[src/rtl/rc_pulse_shaper_ctrl.sv]
`default_nettype none
// ============================================================================
// Module   : rc_pulse_shaper_ctrl
// Brief    : Zero-stuffing sequencer, tail flush and output framing for a
//            raised-cosine pulse-shaping filter.
// Revision : 1.0
// ============================================================================
module rc_pulse_shaper_ctrl #(
    parameter int SPS       = 8,
    parameter int FLUSH_LEN = 48,
    parameter int PIPE_LAT  = 2,
    parameter int DW        = 16
) (
    input  logic                 clk,
    input  logic                 reset,
    input  logic                 clk_enable,
    input  logic                 start,
    input  logic                 sym_valid,
    input  logic signed [DW-1:0] sym_data,
    input  logic                 sym_last,
    output logic                 sym_ready,
    output logic                 filt_ce,
    output logic signed [DW-1:0] filt_in,
    input  logic                 filt_ce_out,
    input  logic signed [DW-1:0] filt_out,
    output logic                 out_valid,
    output logic signed [DW-1:0] out_data,
    output logic                 out_last,
    output logic                 busy,
    output logic                 done,
    output logic                 underrun
);

    localparam int c_PH_W    = $clog2(SPS);
    localparam int c_CNT_MAX = (FLUSH_LEN > PIPE_LAT) ? FLUSH_LEN : PIPE_LAT;
    localparam int c_CNT_W   = $clog2(c_CNT_MAX + 1);

    typedef enum logic [1:0] {
        S_IDLE  = 2'd0,
        S_RUN   = 2'd1,
        S_FLUSH = 2'd2,
        S_DRAIN = 2'd3
    } state_t;

    state_t                r_state;
    state_t                w_state_nxt;
    logic [c_PH_W-1:0]     r_phase;
    logic [c_PH_W-1:0]     w_phase_nxt;
    logic [c_CNT_W-1:0]    r_cnt;
    logic [c_CNT_W-1:0]    w_cnt_nxt;
    logic                  r_ce;
    logic                  w_ce_nxt;
    logic signed [DW-1:0]  r_fin;
    logic signed [DW-1:0]  w_fin_nxt;
    logic                  r_tag;
    logic                  w_tag_nxt;
    logic                  r_last_sym;
    logic                  w_last_sym_nxt;
    logic                  r_underrun;
    logic                  w_underrun_nxt;
    logic                  r_done;
    logic                  w_done_nxt;
    logic [PIPE_LAT-1:0]   r_vpipe;
    logic [PIPE_LAT-1:0]   r_lpipe;
    logic                  w_phase_end;

    assign w_phase_end = (r_phase == c_PH_W'(SPS - 1));

    always_ff @(posedge clk or posedge reset) begin
        if (reset) begin
            r_state <= S_IDLE;
        end else if (clk_enable) begin
            r_state <= w_state_nxt;
        end
    end

    // Each enabled cycle of RUN/FLUSH decides one sample; it is presented next cycle.
    always_comb begin
        w_state_nxt    = r_state;
        w_phase_nxt    = r_phase;
        w_cnt_nxt      = r_cnt;
        w_ce_nxt       = 1'b0;
        w_fin_nxt      = '0;
        w_tag_nxt      = 1'b0;
        w_last_sym_nxt = r_last_sym;
        w_underrun_nxt = r_underrun;
        w_done_nxt     = 1'b0;
        case (r_state)
            S_IDLE: begin
                if (start && !r_done) begin
                    w_state_nxt    = S_RUN;
                    w_phase_nxt    = '0;
                    w_underrun_nxt = 1'b0;
                    w_last_sym_nxt = 1'b0;
                end
            end
            S_RUN: begin
                w_ce_nxt    = 1'b1;
                w_phase_nxt = w_phase_end ? '0 : r_phase + c_PH_W'(1);
                if (r_phase == '0) begin
                    w_last_sym_nxt = sym_valid & sym_last;
                    if (sym_valid) begin
                        w_fin_nxt = sym_data;
                    end else begin
                        w_underrun_nxt = 1'b1;
                    end
                end
                if (w_phase_end && r_last_sym) begin
                    w_state_nxt = S_FLUSH;
                    w_cnt_nxt   = '0;
                end
            end
            S_FLUSH: begin
                w_ce_nxt  = 1'b1;
                w_cnt_nxt = r_cnt + c_CNT_W'(1);
                if (r_cnt == c_CNT_W'(FLUSH_LEN - 1)) begin
                    w_tag_nxt   = 1'b1;
                    w_state_nxt = S_DRAIN;
                    w_cnt_nxt   = '0;
                end
            end
            S_DRAIN: begin
                // First DRAIN cycle still presents the final flush sample.
                w_cnt_nxt = r_cnt + c_CNT_W'(1);
                if (r_cnt == c_CNT_W'(PIPE_LAT)) begin
                    w_state_nxt = S_IDLE;
                    w_cnt_nxt   = '0;
                    w_done_nxt  = 1'b1;
                end
            end
            default: begin
                w_state_nxt = S_IDLE;
            end
        endcase
    end

    always_ff @(posedge clk or posedge reset) begin
        if (reset) begin
            r_phase    <= '0;
            r_cnt      <= '0;
            r_ce       <= 1'b0;
            r_fin      <= '0;
            r_tag      <= 1'b0;
            r_last_sym <= 1'b0;
            r_underrun <= 1'b0;
            r_done     <= 1'b0;
            r_vpipe    <= '0;
            r_lpipe    <= '0;
        end else if (clk_enable) begin
            r_phase    <= w_phase_nxt;
            r_cnt      <= w_cnt_nxt;
            r_ce       <= w_ce_nxt;
            r_fin      <= w_fin_nxt;
            r_tag      <= w_tag_nxt;
            r_last_sym <= w_last_sym_nxt;
            r_underrun <= w_underrun_nxt;
            r_done     <= w_done_nxt;
            r_vpipe[0] <= r_ce;
            r_lpipe[0] <= r_tag;
            for (int i = 1; i < PIPE_LAT; i++) begin
                r_vpipe[i] <= r_vpipe[i-1];
                r_lpipe[i] <= r_lpipe[i-1];
            end
        end
    end

    assign sym_ready = (r_state == S_RUN) && (r_phase == '0) && clk_enable;
    assign filt_ce   = r_ce & clk_enable;
    assign filt_in   = r_fin;
    assign out_valid = r_vpipe[PIPE_LAT-1] & filt_ce_out;
    assign out_last  = r_lpipe[PIPE_LAT-1];
    assign out_data  = reset ? '0 : filt_out;
    assign busy      = (r_state != S_IDLE);
    assign done      = r_done;
    assign underrun  = r_underrun;

endmodule
`default_nettype wire

[config.mk]
export PLATFORM = sky130hd
export DESIGN_NAME = rc_pulse_shaper_ctrl
export DESIGN_NICKNAME = d
export VERILOG_FILES = /design/src/rtl/rc_pulse_shaper_ctrl.sv
export SDC_FILE = /design/constraint.sdc
export NUM_CORES = 1
export LEC_CHECK = 0
export ABC_AREA = 1
export CAP_MARGIN = 15
export CORE_ASPECT_RATIO = 1.5
export CORE_MARGIN = 5
export CORE_UTILIZATION = 46
export DETAILED_ROUTE_END_ITERATION = 16
export GPL_ROUTABILITY_DRIVEN = 0
export GPL_TIMING_DRIVEN = 1
export PLACE_DENSITY = 0.85
export SKIP_CTS_REPAIR_TIMING = 1
export SLEW_MARGIN = 20
export SYNTH_ARGS = -nofsm -noshare
export SYNTH_HDL_FRONTEND = slang
export SYNTH_SLANG_ARGS = --single-unit
[constraint.sdc]
create_clock -name clk -period 3.8 [get_ports clk]
set_input_delay 0.76 -clock clk [delete_from_list [all_inputs] [get_ports clk]]
set_output_delay 0.76 -clock clk [all_outputs]
set_load 0.1 [all_outputs]
---- Yosys cells after proc, flatten, opt, wreduce, memory -nomap -nowiden ----
Cells that the tools add are included.
word-level totals
  register bits ........................... 36
  input bits .............................. 39
  output and inout port bits .............. 39
  logic and storage cells ................. 71
operators by class
  add/subtract/negate cells ............... 2
  eq/ne operators ......................... 12
  mux-type cells .......................... 27
  bitwise gates (word level) .............. 3
  reduce and logical (&&, ||, !) cells .... 16
operators with widths
  kind                                                              number
  16-bit two-way mux                                                4
  6-bit two-way mux                                                 3
  6-bit one-hot mux with 3 select lines                             1
  2-bit != test (second input constant)                             6
  5-bit AND reduction                                               2
  1-bit two-way mux                                                 9
  2-bit two-way mux                                                 4
  2-bit one-hot mux with 4 select lines                             1
  6-bit by 1-bit adder with 6-bit output (second input constant)    1
  6-bit by 2-bit == test with 1-bit output (second input constant)  1
  6-bit == test (second input constant)                             1
  3-bit two-way mux                                                 2
  3-bit one-hot mux with 2 select lines                             1
  3-bit AND reduction                                               2
  2-bit == test (second input constant)                             2
  1-bit logical AND                                                 4
  1-bit one-hot mux with 2 select lines                             2
  4-bit AND reduction                                               1
  2-bit nonzero test                                                2
  3-bit by 1-bit adder with 3-bit output (second input constant)    1
  1-bit bitwise AND                                                 3
  3-bit == test (second input constant)                             1
  3-bit zero test                                                   1
  3-bit nonzero test                                                1
  other kinds (4)                                                   4

---- Depth between registers and ports, before layout ----
  depth in word-level cells ............... 4
  gate-level depth with buffers ........... 10
  depth with buffers taken out ............ 10

---- Worst setup path before layout ----
No wires, ideal clock.
  path type ............................... input -> output
  start point ............................. input port reset
  end point ............................... output port out_data[10]
  data arrival time ....................... 2408 ps
  data required time ...................... 3040 ps
  path slack .............................. 632 ps
  stages on the path ...................... 3
  path buffers ............................ 2
  path through ............................ clkbuf_1 -> clkbuf_1 -> nor2_1
between the ends
  longest elaborated chain between the ends .. 1
RTL lines
  element             RTL line  RTL
  start, declared     15        input logic reset,
  16-bit two-way mux  172       assign out_data = reset ? '0 : filt_out;
  end, declared       27        output logic signed [DW-1:0] out_data,
Every way passes these cells.

---- Final worst setup path ----
  start point ............................. input port clk_enable
  end point ............................... output port sym_ready
between the ends
  longest elaborated chain between the ends .. 1
RTL lines
  element            RTL line  RTL
  start, declared    16        input logic clk_enable,
  1-bit logical AND  167       assign sym_ready = (r_state == S_RUN) && (r_phase == '0) && clk_enable;
  end, declared      21        output logic sym_ready,
Every way passes these cells.

==> impl_results.md <==
- Critical path startpoint category: primary input
- Max-slew violations: 0
- Starting Density: 0.467
- Multiplexer share of the synthesized area: 0
- Vias in the first global route: 1937
- Largest family of logic cells by synthesized area: simple AND/OR/NAND/NOR gates
- FF-to-FF End: filt_in[12]
- Peak Freq: 346 MHz
- Reg2Reg Depth: 7
- Worst min path class: flop to flop
- Overall power: 1.74 mW
- Gr usage total: 0.186
- Die Width: 62.9 um
- Most frequent cell after synthesis: nand2_1
- Largest net degree at the start of global routing: 27
- Min Tclk post-route: 2.89 ns
- Power Dens Cells: 622 mW/mm2
- VDD IR max: 651 uV
- Critical Path AT: 2.13 ns
- Htree depth: 2
- RSZ-0062 raised after global routing: no
- # IOs: 78
- Initial antenna violation count: 0
- Pleak: 1.51 nW
- Critical Path Slowest Stage Cell: clkdlybuf4s50_1
- Post-synthesis compound-gate area fraction: 0.0317
- Reg2Reg Setup Slack: 2.13 ns
- CP required: 3.04 ns
- HPWL Detailed: 3910 um
- DR vias: 1858
- Drt pass-1 iters: 5
- Clock latency on the worst-skew pair: 0.29 ns
- Final setup fails: 0
- Synth top area share: 0.466
- Initial drt markers: 41
- Post-synth ARST share: 1.00
- Core area: 0.00414 mm2
- Worst-path clk slew: 0.07 ns
- Final Hold Viols: 0
- Uppermost layer routed: met4
- Fin nets: 381
- Main flop type after synthesis: dfrtp_1
- Area grow syn2layout: 44.5%
- CTS tree: done
- Post-Route M1 WL: 1860 um
- Yosys warning count: 0
- Drt drc: 0
- Worst min-delay path startpoint: r_ce
- Met3 WL post-DR: 350 um
- Final worst path period share: 0.761
- Top cell type by total area after synthesis: dfrtp_1
- Root buffer cell: clkbuf_8
- DR vias/cell: 4.90
- Average wire per standard cell: 12.9 um
- Adder-cell area share of the yosys netlist: 0.0647
- Sequential area share after synthesis: 0.466
- Antenna cells: 0
- Commonest cells in the netlist: nand2_1 (88), dfrtp_1 (36), inv_1 (36), nor2_1 (30), nand3_1 (22)
- Crit end category: primary output
- Worst Path Buf+Inv: 3
- Cells after Synth: 254
- Clock skew: 0.00458 ns
- Global route total overflow: 0
- Hold Crit Depth: 2
- Post-synth EDFFs: 0
- Critical Path Max Stage Delay: 0.69 ns
- Number of max-cap violations: 0
- Syn_nets: 303
- Slew @ Worst Pin: 1.01 ns
- Layout cell share with drive strength beyond 1: 0.111
- Critical Path Fanout Max: 24
- CP delay by family, top: buffers and inverters
- Post-Synth Simple-Gate Area: 0.329
- Max Root-Sink Buffers: 2
- Hold Path End: r_ce
- Cts bufs inserted: 5
- Met2 wire length: 2530 um
- XOR/XNOR share of the synthesized area: 0.00453
- Syn Std Cell Area: 0.00193 mm2
- # clock sinks: 36
- Slew headroom: 0.326
- Outcome: finished, final reports clean
- Number of routed nets with antenna violations: 0
- Area of the die: 0.00563 mm2
- Synthesis-stage register bit count: 36
- Row count: 29
- Setup CP Type: primary input to primary output
- R2r startpoint: r_state[1]
- Die height: 89.4 um
- Avg Cell Area, Syn: 7.61 um2
- Final setup TNS: 0 ns
- Buffers on Ports: 77
- Number of distinct library cells after synthesis: 22
- Critical-path cell list: clkdlybuf4s50_1 > inv_4 > nor3_4 > buf_12
- Synth area leaders: dfrtp_1 (47%), nand2_1 (17%), inv_1 (7.0%)
- First-pass GRT wire length: 8250 um
- WL final: 4900 um
worst max-delay path by stage:
stage / cells after the start / startpoint / to / slack [ns]
after floorplan: 3 / reset / out_data[10] / 0.63
after global placement: 4 / clk_enable / sym_ready / 0.94
after detailed placement: 4 / clk_enable / sym_ready / 0.90
after CTS: 4 / clk_enable / sym_ready / 0.90
after global routing: 4 / clk_enable / sym_ready / 0.83
final: 4 / clk_enable / sym_ready / 0.91
kinds of logic (layout without fill, tap and decap cells):
| family | after synthesis | count (layout) |
|---|---|---|
| AO/OA/AOI/OAI | 10 | 10 |
| buffers and inverters | 47 | 126 |
| flip-flops | 36 | 36 |
| adder cells (fa/ha/maj) | 10 | 10 |
| XOR/XNOR | 1 | 1 |
| AND/OR/NAND/NOR | 150 | 150 |
registers in the layout, indices dropped and copies added, names as in the netlist:
register,count
done,1
r_tag,1
r_vpipe,2
r_ce,1
filt_in,16
underrun,1
r_cnt,6
r_lpipe,2
r_last_sym,1
r_phase,3
r_state,2
metal layers:
layer | up-vias | global-route usage
met5 | - | 0
met4 | 0 | 0.0927
met3 | 13 | 0.0679
met2 | 63 | 0.330
met1 | 853 | 0.192
li1 | 929 | -
layout make-up:
type                            instances  area, um2
Tap cell                               46       57.6
Inverter                               39        149
Clock inverter                          2       35.0
Fill cell                             377       1340
Sequential cell                        36        901
Clock buffer                            6       72.6
Multi-Input combinational cell        171        831
Timing Repair Buffer                   79        748
worst register-to-register path: stages, from the launching register on:
cell	delay, ns
dfrtp_1	0.42
inv_1	0.12
ha_1	0.30
inv_2	0.10
nor3_4	0.23
buf_4	0.26
nand3_1	0.10
nand2_1	0.09
layout by cell type, fill, tap and decap left out, types with 3 or more instances in the layout:
master / n
nand2_1: 88
clkdlybuf4s50_1: 57
inv_1: 36
dfrtp_1: 36
nor2_1: 30
nand3_1: 22
buf_4: 21
ha_1: 10
o21ai_0: 6
clkbuf_8: 5
nand4_1: 3
stage by stage:
step	area [um2]	utilization	setup slack (ns)	hold WS, ns	cells
6_report	2790	0.675	0.908	0.470	379
5_1_grt	2790	0.675	0.827	0.502	379
4_1_cts	2790	0.675	0.905	0.475	379
3_5_place_dp	2690	0.649	0.900	0.458	371
3_3_place_gp	2690	0.649	0.935	0.456	371
2_1_floorplan	1930	-	0.632	0.442	254
power by group:
part / switching, mW / leakage (nW) / internal, mW
sequential: 0.0502 / 0.489 / 0.459
clock: 0.132 / 0.0552 / 0.195
combinational: 0.664 / 0.964 / 0.238
total: 0.846 / 1.51 / 0.892
Power figures use the tool's default switching activity.
